**src/rtl/mux4_arb_pkg.sv**
```systemverilog
// mux4_arb_pkg: shared types and constants for the round-robin 4:1 mux arbiter
package mux4_arb_pkg;
    localparam int N_REQ = 4;
    typedef logic [1:0] sel_t;
    typedef logic [3:0] reqvec_t;
    typedef enum logic {EMPTY, FULL} occ_t;
endpackage

```
**src/rtl/mux4_1.sv**
```systemverilog
// mux4_1: plain 4:1 data mux shared by all requesters
module mux4_1 #(
    parameter int WIDTH = 4
) (
    input  logic [WIDTH-1:0] w,
    input  logic [WIDTH-1:0] x,
    input  logic [WIDTH-1:0] y,
    input  logic [WIDTH-1:0] z,
    input  logic [1:0]       sel,
    output logic [WIDTH-1:0] data
);
    // Select one of the four words
    always_comb begin
        data = sel[1] ? (sel[0] ? z : y) : (sel[0] ? x : w);
    end
endmodule

```
**src/rtl/rr_pick4.sv**
```systemverilog
// rr_pick4: rotating-priority encoder, first eligible bit at or after ptr wins
module rr_pick4
    import mux4_arb_pkg::*;
(
    input  reqvec_t elig,
    input  sel_t    ptr,
    output logic    any,
    output sel_t    winner
);
    logic [7:0] dbl;
    logic [3:0] rot;
    sel_t       off;

    assign dbl = {elig, elig};

    // Rotate so ptr sits at bit 0, find the first set bit, then undo the rotation
    always_comb begin
        rot    = dbl[ptr +: 4];
        off    = rot[0] ? 2'd0 : rot[1] ? 2'd1 : rot[2] ? 2'd2 : 2'd3;
        winner = ptr + off;
        any    = |elig;
    end
endmodule

```
**src/rtl/mux4_rr_arbiter.sv**
```systemverilog
// mux4_rr_arbiter: round-robin grant of a shared 4:1 mux into a one-entry output register
module mux4_rr_arbiter
    import mux4_arb_pkg::*;
#(
    parameter int WIDTH     = 4,
    parameter int RESET_PTR = 0
) (
    input  logic             clk,
    input  logic             rst_n,
    input  logic [3:0]       req,
    input  logic [3:0]       req_en,
    input  logic [WIDTH-1:0] w,
    input  logic [WIDTH-1:0] x,
    input  logic [WIDTH-1:0] y,
    input  logic [WIDTH-1:0] z,
    output logic [3:0]       ack,
    output logic [1:0]       sel,
    output logic             out_valid,
    input  logic             out_ready,
    output logic [WIDTH-1:0] out_data,
    output logic [1:0]       out_src
);
    occ_t             occ, occ_next;
    sel_t             ptr, last_sel, winner;
    reqvec_t          elig;
    logic             any, free, grant;
    logic [WIDTH-1:0] mux_data;

    // Requests are masked while reset is asserted so no ack escapes during reset
    assign elig      = req & req_en & {N_REQ{rst_n}};
    assign out_valid = (occ == FULL);
    assign free      = !out_valid || out_ready;
    assign grant     = free && any;

    rr_pick4 u_pick (
        .elig   (elig),
        .ptr    (ptr),
        .any    (any),
        .winner (winner)
    );

    mux4_1 #(.WIDTH(WIDTH)) u_mux (
        .w    (w),
        .x    (x),
        .y    (y),
        .z    (z),
        .sel  (sel),
        .data (mux_data)
    );

    // Grant decode, mux select and occupancy next state
    always_comb begin
        ack      = grant ? reqvec_t'(4'b0001 << winner) : '0;
        sel      = grant ? winner : last_sel;
        occ_next = grant ? FULL : (out_ready ? EMPTY : occ);
    end

    // Occupancy register
    always_ff @(posedge clk or negedge rst_n) begin
        if (!rst_n) occ <= EMPTY;
        else        occ <= occ_next;
    end

    // Capture the granted word and advance the round-robin pointer
    always_ff @(posedge clk or negedge rst_n) begin
        if (!rst_n) begin
            ptr      <= sel_t'(RESET_PTR[1:0]);
            last_sel <= '0;
            out_data <= '0;
            out_src  <= '0;
        end else if (grant) begin
            ptr      <= winner + 2'd1;
            last_sel <= winner;
            out_data <= mux_data;
            out_src  <= winner;
        end
    end
endmodule
```
**config.mk**
```make
export PLATFORM = sky130hd
export DESIGN_NAME = mux4_rr_arbiter
export DESIGN_NICKNAME = d
export VERILOG_FILES = /design/src/rtl/mux4_arb_pkg.sv /design/src/rtl/mux4_1.sv /design/src/rtl/rr_pick4.sv /design/src/rtl/mux4_rr_arbiter.sv
export SDC_FILE = /design/constraint.sdc
export NUM_CORES = 1
export LEC_CHECK = 0
export ABC_AREA = 0
export BUFFER_PORTS_ARGS = -buffer_cell sky130_fd_sc_hd__buf_2
export CAP_MARGIN = 0
export CORE_ASPECT_RATIO = 0.7
export CORE_MARGIN = 2
export CORE_UTILIZATION = 30
export DETAILED_ROUTE_END_ITERATION = 10
export SLEW_MARGIN = 20
export SYNTH_ARGS = -nofsm -noshare
export SYNTH_HDL_FRONTEND = slang
export SYNTH_SLANG_ARGS = --single-unit
```
**constraint.sdc**
```tcl
create_clock -name clk -period 4.2 [get_ports clk]
set_input_delay 1.05 -clock clk [delete_from_list [all_inputs] [get_ports clk]]
set_output_delay 1.05 -clock clk [all_outputs]
set_load 0.005 [all_outputs]
```
==> load_flow_metrics.sql <==
INSERT INTO impl_metrics (metric_group, metric, value, unit) VALUES
('sta', 'worst_clock_skew', '0.008834', 'ns'),
('place', 'port_buffers', '39', ''),
('sta', 'setup_violations', '0', ''),
('cts', 'cts.path.max_buffers', '2', ''),
('detailed_routing', 'num_vias', '934', ''),
('synth', 'synthesized_area_fraction_occupied_by_ao_oa_aoi_and_oai_cells', '32.95', '%'),
('synth', 'netlist_instances', '100', ''),
('power_and_ir_drop', 'sequentialPowerShare', '27.0', '%'),
('detailed_routing', 'wire_length_per_cell_after_detailed_routing', '13.28', 'um'),
('synth', 'yosys-mux-area-fraction', '0', '%'),
('worst_setup_path', 'critPathKind', 'in2out', ''),
('synth', 'synth_most_common_cell', 'sky130_fd_sc_hd__dfrtp_1', ''),
('power_and_ir_drop', 'power.net_switching', '0.3079', 'mW'),
('cells_and_area', 'final_core_util', '41.10', '%'),
('detailed_routing', 'wl', '2364', 'um'),
('synth', 'synth.cell_area', '877.1', 'um2'),
('synth', 'ys_seq_elements', '11', ''),
('sta', 'setup_total_negative_slack', '0', 'ns'),
('synth', 'ys.flop_type', 'sky130_fd_sc_hd__dfrtp_1', ''),
('cts', 'hold_buffers', '0', ''),
('power_and_ir_drop', 'power_report.internal_total', '0.4204', 'mW'),
('synth', 'synth-xor-area-share', '0', '%'),
('cts', 'clk_latency', '0.24', 'ns'),
('synth', 'yosys.cell_types.count', '39', ''),
('die', 'die-width', '68.63', 'um'),
('die', 'core.rowCount', '16', ''),
('cts', 'tritoncts_clock_tree', 'built', ''),
('grt', 'globalRoute.totalOverflow', '0', ''),
('detailed_routing', 'detail_route.vias_per_cell', '5.247', ''),
('run_status', 'outcome', 'completed', ''),
('cts', 'post_cts_resize_count', '0', ''),
('cells_and_area', 'finalNetCount', '172', ''),
('sta', 'min_period_over_period', '92.91', '%'),
('die', 'dieArea', '0.003379', 'mm2'),
('worst_setup_path', 'worst_path_arrival_time', '2.85', 'ns'),
('die', 'initial_core_util', '31.52', '%'),
('synth', 'post_synth.cell_area_avg', '8.771', 'um2'),
('synth', 'ys_top_cells_by_area', 'sky130_fd_sc_hd__dfrtp_1 (31%), sky130_fd_sc_hd__a211oi_1 (4.3%), sky130_fd_sc_hd__nand2_1 (4.3%), sky130_fd_sc_hd__a221oi_1 (4.0%), sky130_fd_sc_hd__buf_6 (3.9%)', ''),
('synth', 'synthTopCellsByCount', 'sky130_fd_sc_hd__dfrtp_1 (11), sky130_fd_sc_hd__nand2_1 (10), sky130_fd_sc_hd__inv_1 (8)', ''),
('die', 'number_of_primary_i_o_pins', '40', ''),
('power_and_ir_drop', 'ir_drop', '0.2448', 'mV'),
('synth', 'synth.top_cell.area_share', '31.38', '%'),
('cells_and_area', 'final_layout_size_suffix_gt1_share', '38.03', '%'),
('power_and_ir_drop', 'netSwitchingFraction', '42.28', '%'),
('sta', 'worst-slew-pin-transition', '0.4443', 'ns'),
('synth', 'post_synth_and_or_nand_nor_area_fraction', '22.68', '%'),
('grt', 'grt_pass1_wl', '4071', 'um'),
('synth', 'synthAdderAreaFrac', '2.853', '%'),
('detailed_routing', 'dr.pass1.iters', '4', ''),
('place', 'pre_cts_ws', '0.2199', 'ns'),
('place', 'globalplace.congestion', '0.8321', ''),
('power_and_ir_drop', 'power_leakage', '0.5556', 'nW'),
('detailed_routing', 'first_iter_violations', '67', ''),
('synth', 'synth_largest_area_cell', 'sky130_fd_sc_hd__dfrtp_1', ''),
('synth', 'synth.yosys.warnings', '0', ''),
('sta', 'post-route-min-period', '3.902', 'ns'),
('power_and_ir_drop', 'power.density', '636.9', 'mW/mm2'),
('cells_and_area', 'final_cell_area', '0.001144', 'mm2'),
('synth', 'asyncSetResetFlopFracSynth', '100.0', '%'),
('worst_setup_path', 'end_kind', 'output pin', ''),
('die', 'coreArea', '0.002783', 'mm2'),
('grt', 'grt_usage', '15.83', '%'),
('synth', 'edff_count_synth', '0', ''),
('sta', 'max-slew-margin-rel', '70.31', '%'),
('worst_setup_path', 'worst_ep_required_time', '3.15', 'ns'),
('cells_and_area', 'layout-area-overhead-vs-synth', '30.39', '%'),
('grt', 'grt_start_max_net_pins', '22', ''),
('grt', 'first_global_vias', '912', ''),
('sta', 'grt_setup_unrepaired', 'no', ''),
('worst_setup_path', 'crit_fanout', '7', ''),
('synth', 'synth-seq-area-share', '31.38', '%');
==> critical path: stages <==
cell,delay [ns]
sky130_fd_sc_hd__buf_2,0.14
sky130_fd_sc_hd__nand3_1,0.15
sky130_fd_sc_hd__o311a_2,0.40
sky130_fd_sc_hd__o21ai_0,0.24
sky130_fd_sc_hd__ha_1,0.19
sky130_fd_sc_hd__inv_1,0.07
sky130_fd_sc_hd__and3_4,0.18
sky130_fd_sc_hd__nor2_2,0.18
sky130_fd_sc_hd__a21oi_1,0.11
sky130_fd_sc_hd__buf_2,0.15
==> state kept, by name (all words and copies together) (netlist names) <==
| signal | count |
|---|---|
| out_data | 4 |
| last_sel | 2 |
| out_src | 2 |
| ptr | 2 |
| out_valid | 1 |
==> final cells by class <==
type	count	area (um2)
Fill cell	292	1639
Multi-Input combinational cell	75	515.5
Sequential cell	11	275.3
Timing Repair Buffer	44	232.7
Clock buffer	4	45.04
Tap cell	36	45.04
Inverter	8	30.03
==> power groups by stage <==
stage / Clock, mW / Combinational [mW] / Sequential, mW
detailed placement: 0 / 0.417 / 0.198
floorplan: 0 / 0.301 / 0.188
finish: 0.110 / 0.422 / 0.197
global placement: 0 / 0.416 / 0.196
global route: 0.120 / 0.475 / 0.207
CTS: 0.112 / 0.419 / 0.196
==> routing by layer <==
layer	up-vias	track usage, %	part of all wire (%)
li1	469	-	-
met1	438	21.13	46
met2	25	25.48	47
met3	2	2.771	5.3
met4	0	5.000	1.1
met5	-	0	0
==> worst paths after layout <==
check | startpoint | cells after the start | slack, ns | to
worst max register to register | ptr[0] | 8 | 1.37 | out_data[2]
worst max-delay path | rst_n | 10 | 0.30 | sel[1]
worst min-delay path | out_src[0] | 2 | 0.47 | out_src[0]
min in group asynchronous | rst_n | 2 | 0.83 | out_data[1]
max in group asynchronous | rst_n | 2 | 3.19 | out_data[0]
worst min register to register | out_src[0] | 2 | 0.47 | out_src[0]
==> kinds of logic after synthesis <==
family / Yosys count
and+or+nand+nor: 37
AOI/OAI and AO/OA: 36
buffers and inverters: 14
DFF: 11
adders and majority gates: 2
==> stage by stage <==
stage	std cells	power, mW	hold WS [ns]
CTS	178	0.7279	0.4734
finish	178	0.7284	0.4741
global placement	174	0.6118	0.4529
floorplan	100	0.4886	0.4669
global route	178	0.8028	0.5117
detailed placement	174	0.6145	0.4614
==> placed cells by master, fill, tap and decap left out, types with 3 or more instances in the layout <==
cell type,n
sky130_fd_sc_hd__a2111oi_1,3
sky130_fd_sc_hd__a211oi_1,5
sky130_fd_sc_hd__a21oi_1,3
sky130_fd_sc_hd__a221oi_1,4
sky130_fd_sc_hd__and3_1,3
sky130_fd_sc_hd__buf_2,39
sky130_fd_sc_hd__buf_4,5
sky130_fd_sc_hd__clkbuf_8,3
sky130_fd_sc_hd__dfrtp_1,11
sky130_fd_sc_hd__inv_1,8
sky130_fd_sc_hd__nand2_1,10
sky130_fd_sc_hd__nand3_1,6
sky130_fd_sc_hd__nor3_1,4
sky130_fd_sc_hd__o21ai_0,4
sky130_fd_sc_hd__o31ai_1,4
(Power assumes the default switching activity.)
